--- src/rtl/stack_cpu_pkg.sv ---
// Shared types and constants for the stack CPU memory subsystem.
// Imported by the memory bus arbiter and its pick logic.
package stack_cpu_pkg;

    typedef enum logic [1:0] {
        IDLE  = 2'd0,
        GRANT = 2'd1,
        DONE  = 2'd2
    } arb_state_t;

    localparam logic REQ_CPU = 1'b0;
    localparam logic REQ_LDR = 1'b1;

    // Wide enough for any supported data width; truncated at the point of use.
    localparam logic [63:0] MEM_ERR_DATA = '1;

    function automatic logic req_active(input logic rd, input logic wr);
        return rd | wr;
    endfunction

endpackage

--- src/rtl/rr_pick2.sv ---
// Combinational two-way requester pick: round-robin against last_grant,
// or fixed priority to the CPU when FIXED_PRI is set.
module rr_pick2
    import stack_cpu_pkg::*;
#(
    parameter bit FIXED_PRI = 1'b0
) (
    input  logic [1:0] req_i,
    input  logic       last_grant_i,
    output logic       valid_o,
    output logic       id_o
);

    always_comb begin
        valid_o = |req_i;
        id_o    = REQ_CPU;
        case (req_i)
            2'b01:   id_o = REQ_CPU;
            2'b10:   id_o = REQ_LDR;
            2'b11:   id_o = FIXED_PRI ? REQ_CPU : ~last_grant_i;
            default: id_o = REQ_CPU;
        endcase
    end

endmodule

--- src/rtl/mem_bus_arbiter.sv ---
// Shares the main-memory port between the CPU controller (req 0) and the
// loader/debug port (req 1), with a wait-state timeout against dead memory.
module mem_bus_arbiter
    import stack_cpu_pkg::*;
#(
    parameter int AW        = 16,
    parameter int DW        = 16,
    parameter int TIMEOUT   = 255,
    parameter int FIXED_PRI = 0
) (
    input  logic          clk,
    input  logic          reset,
    input  logic          r0_rd,
    input  logic          r0_wr,
    input  logic [AW-1:0] r0_addr,
    input  logic [DW-1:0] r0_wdata,
    output logic [DW-1:0] r0_rdata,
    output logic          r0_mfc,
    input  logic          r1_rd,
    input  logic          r1_wr,
    input  logic [AW-1:0] r1_addr,
    input  logic [DW-1:0] r1_wdata,
    output logic [DW-1:0] r1_rdata,
    output logic          r1_mfc,
    output logic          mem_rd,
    output logic          mem_wr,
    output logic [AW-1:0] mem_addr,
    output logic [DW-1:0] mem_wdata,
    input  logic [DW-1:0] mem_rdata,
    input  logic          mem_mfc,
    output logic          grant_id,
    output logic          busy,
    output logic          bus_error
);

    // Counter only has to reach TIMEOUT-1.
    localparam int              CW       = (TIMEOUT > 1) ? $clog2(TIMEOUT) : 1;
    localparam logic [CW-1:0]   CNT_LAST = CW'(TIMEOUT - 1);
    localparam logic [DW-1:0]   ERR_DATA = MEM_ERR_DATA[DW-1:0];

    arb_state_t    state_q, state_d;
    logic          last_grant_q, last_grant_d;
    logic          id_q, id_d;
    logic          wr_op_q, wr_op_d;
    logic [AW-1:0] addr_q, addr_d;
    logic [DW-1:0] wdata_q, wdata_d;
    logic [DW-1:0] rdata_q, rdata_d;
    logic [CW-1:0] cnt_q, cnt_d;
    logic          tmo_q, tmo_d;

    logic [1:0]    req;
    logic          pick_valid;
    logic          pick_id;

    assign req = {req_active(r1_rd, r1_wr), req_active(r0_rd, r0_wr)};

    rr_pick2 #(
        .FIXED_PRI (FIXED_PRI != 0)
    ) u_pick (
        .req_i        (req),
        .last_grant_i (last_grant_q),
        .valid_o      (pick_valid),
        .id_o         (pick_id)
    );

    always_ff @(posedge clk) begin
        if (reset) begin
            state_q      <= IDLE;
            last_grant_q <= REQ_LDR;
            id_q         <= REQ_CPU;
            wr_op_q      <= 1'b0;
            addr_q       <= '0;
            wdata_q      <= '0;
            rdata_q      <= '0;
            cnt_q        <= '0;
            tmo_q        <= 1'b0;
        end else begin
            state_q      <= state_d;
            last_grant_q <= last_grant_d;
            id_q         <= id_d;
            wr_op_q      <= wr_op_d;
            addr_q       <= addr_d;
            wdata_q      <= wdata_d;
            rdata_q      <= rdata_d;
            cnt_q        <= cnt_d;
            tmo_q        <= tmo_d;
        end
    end

    always_comb begin
        state_d      = state_q;
        last_grant_d = last_grant_q;
        id_d         = id_q;
        wr_op_d      = wr_op_q;
        addr_d       = addr_q;
        wdata_d      = wdata_q;
        rdata_d      = rdata_q;
        cnt_d        = cnt_q;
        tmo_d        = tmo_q;
        case (state_q)
            IDLE: begin
                if (pick_valid) begin
                    id_d         = pick_id;
                    last_grant_d = pick_id;
                    addr_d       = pick_id ? r1_addr : r0_addr;
                    wdata_d      = pick_id ? r1_wdata : r0_wdata;
                    // rd and wr together resolve to a read.
                    wr_op_d      = pick_id ? (r1_wr & ~r1_rd) : (r0_wr & ~r0_rd);
                    cnt_d        = '0;
                    tmo_d        = 1'b0;
                    state_d      = GRANT;
                end
            end
            GRANT: begin
                if (mem_mfc) begin
                    rdata_d = mem_rdata;
                    state_d = DONE;
                end else if ((TIMEOUT != 0) && (cnt_q == CNT_LAST)) begin
                    rdata_d = ERR_DATA;
                    tmo_d   = 1'b1;
                    state_d = DONE;
                end else if (TIMEOUT != 0) begin
                    cnt_d = cnt_q + CW'(1);
                end
            end
            DONE: begin
                cnt_d   = '0;
                tmo_d   = 1'b0;
                state_d = IDLE;
            end
            default: state_d = IDLE;
        endcase
    end

    // Memory-side and requester-side outputs decode purely from flops.
    assign busy      = (state_q == GRANT) || (state_q == DONE);
    assign grant_id  = busy & id_q;
    assign mem_rd    = (state_q == GRANT) & ~wr_op_q;
    assign mem_wr    = (state_q == GRANT) &  wr_op_q;
    assign mem_addr  = addr_q;
    assign mem_wdata = wdata_q;
    assign r0_mfc    = (state_q == DONE) & (id_q == REQ_CPU);
    assign r1_mfc    = (state_q == DONE) & (id_q == REQ_LDR);
    assign r0_rdata  = r0_mfc ? rdata_q : '0;
    assign r1_rdata  = r1_mfc ? rdata_q : '0;
    assign bus_error = (state_q == DONE) & tmo_q;

endmodule
--- config.mk ---
export PLATFORM = sky130hd
export DESIGN_NAME = mem_bus_arbiter
export DESIGN_NICKNAME = d
export VERILOG_FILES = /design/src/rtl/stack_cpu_pkg.sv /design/src/rtl/rr_pick2.sv /design/src/rtl/mem_bus_arbiter.sv
export SDC_FILE = /design/constraint.sdc
export NUM_CORES = 1
export LEC_CHECK = 0
export CAP_MARGIN = 20
export CELL_PAD_IN_SITES_DETAIL_PLACEMENT = 2
export CELL_PAD_IN_SITES_GLOBAL_PLACEMENT = 2
export CORE_MARGIN = 4
export CORE_UTILIZATION = 19
export DETAILED_ROUTE_END_ITERATION = 16
export GPL_TIMING_DRIVEN = 0
export PLACE_DENSITY = 0.83
export SLEW_MARGIN = 20
export SYNTH_ARGS = -nofsm -noshare
export SYNTH_HDL_FRONTEND = slang
export SYNTH_SLANG_ARGS = --single-unit
--- constraint.sdc ---
create_clock -name clk -period 1.6 [get_ports clk]
set_input_delay 0.16 -clock clk [delete_from_list [all_inputs] [get_ports clk]]
set_output_delay 0.16 -clock clk [all_outputs]
set_load 0.005 [all_outputs]
# Word level (Yosys, flattened, before mapping)
# Cells that the tools add are included.
# W data, S select, Z words.
[op_classes]
n_addsub = 1
eq_ne = 10
n_mux = 20
bitwise_logic = 15
reduce_logical = 10
[ops]
columns = ["cell", "n"]
rows = [
  ["$mux W16", 6],
  ["$mux W8", 3],
  ["$pmux W8 S3", 1],
  ["$add A8 B1 Y8 const B", 1],
  ["$and A1 B1 Y1", 8],
  ["$eq A8 B8 Y1 const B", 1],
  ["$ne A2 B2 Y1 const B", 4],
  ["$reduce_and A4 Y1", 2],
  ["$eq A2 B2 Y1 const B", 3],
  ["$mux W2", 3],
  ["$reduce_and A2 Y1", 3],
  ["$not A1 Y1", 5],
  ["$mux W1", 4],
  ["$pmux W2 S2", 1],
  ["$ne A3 B3 Y1 const B", 1],
  ["$pmux W1 S3", 1],
  ["$reduce_bool A3 Y1", 1],
  ["$eq A2 B1 Y1 const B", 1],
  ["$logic_not A2 Y1", 1],
  ["$or A1 B1 Y1", 2],
  ["$pmux W1 S2", 1],
  ["$reduce_bool A2 Y1", 1],
  ["$reduce_or A2 Y1", 1],
  ["$logic_or A1 B1 Y1", 1],
]
[word_totals]
regBits = 62
in_bits = 87
output_inout_bits = 71
word_cells = 65

# Longest topological paths before layout
# Gate-level depths: netlist (run 1).
[depth]
depth_word = 4
mapped_depth = 9

# Cells and area by module
# From an unflattened synthesis (run 1), not the netlist that was laid out.
[hier_totals]
cells_unflattened = 361
area_unflattened_um2 = 3180.6
[by_module_without_submodules]
columns = ["mod", "n_inst", "cells_each", "area_each_um2", "seq_area_each_um2"]
rows = [
  ["mem_bus_arbiter", 1, 359, 3166.8, 1241.2],
  ["rr_pick2", 1, 2, 13.8, 0.0],
]

# Worst setup path after synthesis (run 1)
# No wires, ideal clock.
[synth_path]
path_type = "register to register"
startpoint = "register state_q[1]"
endpoint = "register cnt_q[6]"
setup_ns = 0.070
arrival_time_ns = 1.680
t_required_ns = 1.530
slack_ns = -0.150
stages_incl_launch_ff = 9
period_less_slack_ns = 1.750
path_cell_list = "dfxtp_1 > inv_1 > ha_1 > buf_4 > nand2_4 > o21ai_1 > buf_2 > or4b_1 > a21oi_1"
[synth_via]
elab_chain_len = 3
word_cells_on_any_way = 9
[synth_lines]
columns = ["element", "line_no", "source"]
rows = [
  ["from (decl)", "mem_bus_arbiter.sv:41", "arb_state_t state_q, state_d;"],
  ["from (signal assigned)", "mem_bus_arbiter.sv:78", "state_q <= state_d;"],
  ["$eq A2 B1 Y1 (tied with other cells)", "mem_bus_arbiter.sv:100", "case (state_q)"],
  ["$ne A2 B2 Y1 (no source line) or $reduce_bool A3 Y1 (tied branches)", "-", ""],
  ["$reduce_and A4 Y1 (no source line)", "-", ""],
  ["to (signal assigned)", "mem_bus_arbiter.sv:85", "cnt_q <= cnt_d;"],
  ["to (decl)", "mem_bus_arbiter.sv:48", "logic [CW-1:0] cnt_q, cnt_d;"],
]
# Several ways; a longest one is shown, not always the timed one.
# A chain may end at the register's enable or synchronous reset.

# Final worst setup path (run 1)
[layout_path]
startpoint = "register state_q[0]"
endpoint = "output port r0_rdata[10]"
[layout_via]
elab_chain_len = 3
[layout_lines]
columns = ["element", "line_no", "source"]
rows = [
  ["$eq A2 B2 Y1", "mem_bus_arbiter.sv:142", "assign r0_mfc = (state_q == DONE) & (id_q == REQ_CPU);"],
  ["$and A1 B1 Y1", "mem_bus_arbiter.sv:142", ""],
  ["$mux W16", "mem_bus_arbiter.sv:144", "assign r0_rdata = r0_mfc ? rdata_q : '0;"],
  ["to (decl)", "mem_bus_arbiter.sv:17", "output logic [DW-1:0] r0_rdata,"],
]
# Every way passes these cells.

==> results of run 1 <==
## worst max-delay path: stages (launching register included)
cell and delay [ns]:
sky130_fd_sc_hd__dfxtp_4 0.36, sky130_fd_sc_hd__clkinv_4 0.06, sky130_fd_sc_hd__ha_4 0.16, sky130_fd_sc_hd__nor2b_4 0.24
sky130_fd_sc_hd__buf_8 0.14, sky130_fd_sc_hd__buf_6 0.10, sky130_fd_sc_hd__and2_1 0.14, sky130_fd_sc_hd__buf_2 0.16
## what timing repair did
item / in CTS / in global routing
hold buffers: 0 / 0
pin swaps: 43 / 31
resized for setup: 313 / 145
endpoints found under the setup margin: 98 / 97
buffers inserted: 38 / 14
cloned: 4 / 5
hold endpoints to repair: 0 / 0
## sequential cells by signal (all words and copies together) (netlist names)
| signal | count |
|---|---|
| mem_addr | 16 |
| mem_wdata | 16 |
| rdata_q | 16 |
| cnt_q | 8 |
| state_q | 2 |
| id_q | 1 |
| last_grant_q | 1 |
| tmo_q | 1 |
| wr_op_q | 1 |
## cells in the final DEF (no fill, tap or decap), types with 6 or more instances in the layout
master,instances
sky130_fd_sc_hd__a211oi_2,29
sky130_fd_sc_hd__mux2i_1,28
sky130_fd_sc_hd__nor3_1,6
sky130_fd_sc_hd__nor2_4,10
sky130_fd_sc_hd__dfxtp_1,54
sky130_fd_sc_hd__nor3_2,10
sky130_fd_sc_hd__clkdlybuf4s50_1,117
sky130_fd_sc_hd__buf_8,12
sky130_fd_sc_hd__nor2_1,34
sky130_fd_sc_hd__clkbuf_16,13
sky130_fd_sc_hd__clkbuf_2,6
sky130_fd_sc_hd__a21oi_1,8
sky130_fd_sc_hd__and2_4,17
sky130_fd_sc_hd__buf_4,25
sky130_fd_sc_hd__nor2_2,25
sky130_fd_sc_hd__and3_4,14
sky130_fd_sc_hd__buf_6,59
## report_power, final
group,switching [W],total (W),internal [W]
sequential,0.000198,0.00195,0.00175
combinational,0.00115,0.00256,0.00141
clock,0.000713,0.00211,0.00140
total,0.00206,0.00663,0.00457
## metal layers
metal / GRT usage / vias to the layer above / wire length (um) / share of wire
li1: - / 1690 / - / -
met1: 0.1752 / 1821 / 6551 / 0.37
met2: 0.3332 / 129 / 9786 / 0.56
met3: 0.04276 / 26 / 810 / 0.046
met4: 0.07353 / 0 / 364 / 0.021
met5: 0 / - / 0 / 0
## kinds of logic after synthesis
group	count (synthesis)
and+or+nand+nor	154
AOI/OAI and AO/OA	64
DFF	62
muxes	33
buffers and inverters	31
adders and majority gates	6
## stage by stage
step                      utilization  cell area [um^2]  setup TNS, ns  std cells
after detailed placement       0.3191              4905         -39.35        718
after global routing           0.4410              6779         -13.13        790
after CTS                      0.3958              6083         -3.857        775
after floorplan                     -              3069       -0.02322        350
after global placement         0.3191              4905         -32.85        718
final                          0.4410              6779         -7.790        790
## path summary, 6_finish.rpt
path / from / to / slack [ns] / cells after the start
worst max register to register: cnt_q[0] / rdata_q[10] / -0.25 / 10
worst min register to register: cnt_q[6] / cnt_q[6] / 0.47 / 2
worst max-delay path: state_q[0] / r0_rdata[10] / -0.25 / 7
worst min-delay path: mem_rdata[11] / rdata_q[11] / 0.44 / 3
## layout make-up
| type | instances | share of cell area |
|---|---|---|
| Clock inverter | 4 | 0.01034 |
| Multi-Input combinational cell | 257 | 0.3459 |
| Timing Repair Buffer | 216 | 0.3368 |
| Clock buffer | 12 | 0.03636 |
| Tap cell | 211 | 0.03894 |
| Buffer | 24 | 0.04153 |
| Sequential cell | 62 | 0.1864 |
| Inverter | 4 | 0.003691 |
==> out/results.ini, run 1 <==
[logic_synthesis]
synth.cell_area_um2 = 3022
yosysSeqAreaShare = 0.4108
number_of_flops_mapped_to_enable_cells_by_yosys = 0
synth_seq_cells = 62
synthAdderAreaFrac = 0.02484
synth_top_cell_area_share = 0.4108
synth_area_leaders = sky130_fd_sc_hd__dfxtp_1, sky130_fd_sc_hd__mux2i_1, sky130_fd_sc_hd__nor2_1, sky130_fd_sc_hd__a211oi_1, sky130_fd_sc_hd__and2_1
synth_top_family_by_area = simple AND/OR/NAND/NOR gates
synth_compound_gate_area_share = 0.1478
synth_simple_gate_area_frac = 0.2621
synth-xor-area-share = 0
postSynth.asyncResetShare = 0
yosysTopAreaCell = sky130_fd_sc_hd__dfxtp_1
ys_dominant_reg_cell = sky130_fd_sc_hd__dfxtp_1
synth_nets = 443
syn_avg_cell_area_um2 = 8.633
synth.cells.most_frequent = sky130_fd_sc_hd__nor2_1, sky130_fd_sc_hd__dfxtp_1, sky130_fd_sc_hd__a211oi_1, sky130_fd_sc_hd__mux2i_1, sky130_fd_sc_hd__and2_1
multiplexer_share_of_the_synthesized_area = 0.1093
synthMostInstantiatedCell = sky130_fd_sc_hd__nor2_1
yosys_warnings = 0
synthesis.instances = 350
synth_cell_type_count = 39

[sta]
setup_violations = 67
finalCritPeriodShare = 1.157
finalCriticalPeriod_ns = 1.850
hold_ws_ns = 0.4379
finalClockSkew_ns = 0.009908
unrepaired_setup_endpoints_after_global_routing = yes
final-hold-violation-count = 0
clock.fmax_ghz = 0.5404
slew_violations = 0
layout_setup_ws_ns = -0.2504
relSlewSlack = 0.4908
worst-slew-pin-transition_ns = 0.7638

[global_route]
first_global_vias = 4196
track_usage = 0.1726
grt_remaining_overflow = 0
grt_pass1_wl_um = 23860
grt_antenna_before_repair = 0
grt_start_max_net_pins = 11

[layout]
drive_gt1_frac = 0.4922
syn2layout_area_growth_pct = 124.3
insertedDiodeCount = 0
multi_input_comb_area_um2 = 2345
n_fill_cell = 1581
sequential_cell_area_um2 = 1264
nets = 667

[power_and_ir_drop]
vdd.ir_drop.worst_v = 0.0005278
power-per-cell-area_nw_per_um2 = 977.4
cellLeakagePower_nw = 2.704
finalPower_w = 0.006626

[worst_setup_path]
worstSetupEndpointType = primary output
cp.arrival_ns = 1.69
worstPathMaxFanout = 3
required_ns = 1.44
critical_path_startpoint_category = flip-flop
timing_worst_setup_path_type = flip-flop to primary output

[floorplan]
die_height_um = 134.1
placeableCoreArea_um2 = 15370
die-area_um2 = 17990
row_count = 45
die_width_um = 134.1
ios = 158
initial_cell_density_of_the_core = 0.1966

[drt]
drc = 0
route.final.wire_length_um = 17510
vias_per_cell = 4.641
drt-wirelength-per-cell_um = 22.17
antenna_violating_nets_post_route = 0
first_pass_iters = 4
drt-initial-drc-count = 151
vias = 3666

[clock_tree]
cts_buffer_depth = 2
tritoncts = built
cts.root.buffer_cell = sky130_fd_sc_hd__clkbuf_16
htree_num_levels = 3
cts_buffers = 9
worst_skew_pair.late_latency_ns = 0.34
cts.sink_count = 62
clk_pin_slew_worst_paths_ns = 0.06

[placed_design]
dp_slack_ns = -0.9356
post-dp-hpwl_um = 9884
placement.io_buffers = 157
gpl_wtd_cong = 0.7127

[status]
result_of_the_run = complete, but fails checks
failed_checks = negative setup slack

[worst_hold_path]
worst_hold_path_type = input pin to flip-flop

[flow_run]
cap_viol_max_count = 0

Note: power is estimated with default switching activity, not from simulation.
==> run 2, diff against run 1 <==
- CTS_CLUSTER_DIAMETER: default -> 120
==> results of run 2 <==
Same layout as run 1: the final DEF is identical, and so are final timing and power.
==> run 3, diff against run 2 <==
- SKIP_LAST_GASP: default -> 1
==> out/results.ini, run 3 (synthesized netlist as in run 1, its figures left out) <==
[status]
result_of_the_run = complete, but fails checks  ; unchanged
failed_checks = negative setup slack  ; unchanged

[drt]
vias_per_cell = 4.628  ; was 4.641
drc = 0  ; unchanged
first_pass_iters = 4  ; unchanged
drt-wirelength-per-cell_um = 21.51  ; was 22.17 um
vias = 3642  ; was 3666
route.final.wire_length_um = 16930  ; was 17510 um
drt-initial-drc-count = 85  ; was 151
antenna_violating_nets_post_route = 0  ; unchanged

[worst_setup_path]
r2r_cells = 9  ; was 10
required_ns = 1.44  ; about the same
worst_setup_path_endpoint = r0_rdata[15]  ; was r0_rdata[10]
cp.arrival_ns = 1.66  ; was 1.69 ns
worstSetupEndpointType = primary output  ; unchanged
timing_worst_setup_path_type = flip-flop to primary output  ; unchanged
r2r_end = cnt_q[1]  ; was rdata_q[10]
worstPathMaxFanout = 4  ; was 3
r2r_setup_slack_ns = -0.21  ; was -0.25 ns
critical_path_startpoint_category = flip-flop  ; unchanged
critPathLaunch = state_q[0]  ; unchanged
r2r_start = state_q[0]  ; was cnt_q[0]

[layout]
nets = 663  ; was 667
drive_gt1_frac = 0.4922  ; about the same
syn2layout_area_growth_pct = 125.1  ; was 124.3%
layout_commonest_cell = sky130_fd_sc_hd__clkdlybuf4s50_1  ; unchanged
most_frequent_cells_in_the_layout = sky130_fd_sc_hd__clkdlybuf4s50_1, sky130_fd_sc_hd__dfxtp_1, sky130_fd_sc_hd__buf_6, sky130_fd_sc_hd__mux2i_1, sky130_fd_sc_hd__nor2_1  ; was sky130_fd_sc_hd__clkdlybuf4s50_1, sky130_fd_sc_hd__buf_6, sky130_fd_sc_hd__dfxtp_1, sky130_fd_sc_hd__nor2_1, sky130_fd_sc_hd__a211oi_2
post_layout_nonfiller_instances = 787  ; was 790
final_area_um2 = 6800  ; was 6779 um^2
n_fill_cell = 1560  ; was 1581

[clock_tree]
clk_pin_slew_worst_paths_ns = 0.06  ; about the same
worst_skew_pair.late_latency_ns = 0.35  ; was 0.34 ns
cts_buffers = 9  ; unchanged
tritoncts = built  ; unchanged
cts.root.buffer_cell = sky130_fd_sc_hd__clkbuf_16  ; unchanged
cts.sink_count = 62  ; unchanged
cts_buffer_depth = 2  ; unchanged
htree_num_levels = 3  ; unchanged

[worst_hold_path]
worst_hold_path_type = input pin to flip-flop  ; unchanged
holdPathStages = 4  ; was 3

[global_route]
first_global_vias = 4144  ; was 4196
track_usage = 0.1664  ; was 0.1726
grt_antenna_before_repair = 1  ; was 0
grt_start_max_net_pins = 11  ; unchanged
grt_remaining_overflow = 0  ; unchanged
grt_pass1_wl_um = 23140  ; was 23860 um

[placed_design]
gpl_wtd_cong = 0.7127  ; unchanged
post-dp-hpwl_um = 9884  ; unchanged
placedCellCount = 718  ; unchanged
placement.io_buffers = 157  ; unchanged
dp_slack_ns = -0.9356  ; unchanged
placed_area_um2 = 4905  ; unchanged

[sta]
final-hold-violation-count = 0  ; unchanged
slew_violations = 0  ; unchanged
layout_setup_ws_ns = -0.2220  ; was -0.2504 ns
unrepaired_setup_endpoints_after_global_routing = yes  ; unchanged
worst-slew-pin-transition_ns = 0.8027  ; was 0.7638 ns
setup_violations = 85  ; was 67
finalCriticalPeriod_ns = 1.822  ; was 1.850 ns
finalCritPeriodShare = 1.139  ; was 1.157
relSlewSlack = 0.4648  ; was 0.4908
clock.fmax_ghz = 0.5488  ; was 0.5404 GHz
finalClockSkew_ns = 0.01243  ; was 0.009908 ns
hold_ws_ns = 0.3396  ; was 0.4379 ns

[power_and_ir_drop]
power-per-cell-area_nw_per_um2 = 983.2  ; was 977.4 nW/um^2
vdd.ir_drop.worst_v = 0.0005741  ; was 0.0005278 V
finalPower_w = 0.006686  ; was 0.006626 W
cellLeakagePower_nw = 2.734  ; was 2.704 nW

[floorplan]
die_height_um = 134.1  ; unchanged
die_width_um = 134.1  ; unchanged
die-area_um2 = 17990  ; unchanged
row_count = 45  ; unchanged
placeableCoreArea_um2 = 15370  ; unchanged
initial_cell_density_of_the_core = 0.1966  ; unchanged
ios = 158  ; unchanged

[flow_run]
cap_viol_max_count = 0  ; unchanged

==> run 3: cell count changes in the layout (fill, tap and decap cells not counted), sizes merged <==
cell / before / now
buf: 107 / 102
clkbuf: 26 / 27
diode: 0 / 1
==> run 3: repair_timing <==
item,in CTS,in global routing
hold buffers,0,0
cloned,4,6
pin swaps,33,48
endpoints found under the setup margin,98,97
setup buffers,38,10
gates resized for setup,283,180
==> run 3: worst min path at each step <==
stage | from | to
5_1_grt | r1_rd | wr_op_q
4_1_cts | mem_rdata[15] | rdata_q[15]
3_5_place_dp | tmo_q | tmo_q
3_3_place_gp | tmo_q | tmo_q
6_report | r1_rd | wr_op_q
2_1_floorplan | mem_rdata[0] | rdata_q[0]
==> run 3: area by class of cell <==
cell class                      count  area, um^2  share of cell area
Timing Repair Buffer              212        2236              0.3288
Buffer                             24       289.0             0.04250
Tap cell                          211       264.0             0.03882
Inverter                            4       25.02            0.003680
Antenna cell                        1       2.502           0.0003680
Clock buffer                       12       246.5             0.03625
Clock inverter                      4       70.07             0.01030
Sequential cell                    62        1256              0.1847
Multi-Input combinational cell    257        2411              0.3546
==> run 3: worst max-delay path, cell delays in order, from the launching register on <==
cell and delay (ns):
sky130_fd_sc_hd__dfxtp_4 0.36, sky130_fd_sc_hd__clkinv_4 0.06, sky130_fd_sc_hd__ha_4 0.16, sky130_fd_sc_hd__nor2b_4 0.24, sky130_fd_sc_hd__buf_6 0.16, sky130_fd_sc_hd__buf_6 0.10, sky130_fd_sc_hd__and2_4 0.14, sky130_fd_sc_hd__buf_6 0.10
==> run 3: power by group <==
part / total (W) / switching [W] / internal, W
logic: 0.00257 / 0.00113 / 0.00145
clock network: 0.00215 / 0.000744 / 0.00140
registers: 0.00197 / 0.000207 / 0.00176
total: 0.00669 / 0.00208 / 0.00461
==> run 3: per-layer routing <==
layer	part of all wire	vias to the layer above	GRT usage
met3	0.047	27	0.04614
met4	0.022	0	0.05317
met1	0.38	1823	0.1712
met5	0	-	0
li1	-	1681	-
met2	0.55	111	0.3234
==> run 3: per-stage QoR <==
stage                     setup TNS (ns)  utilization
after detailed placement          -39.35       0.3191
after global routing              -14.93       0.4424
after global placement            -32.85       0.3191
final                             -9.941       0.4424
after floorplan                 -0.02322            -
after CTS                         -4.897       0.3876
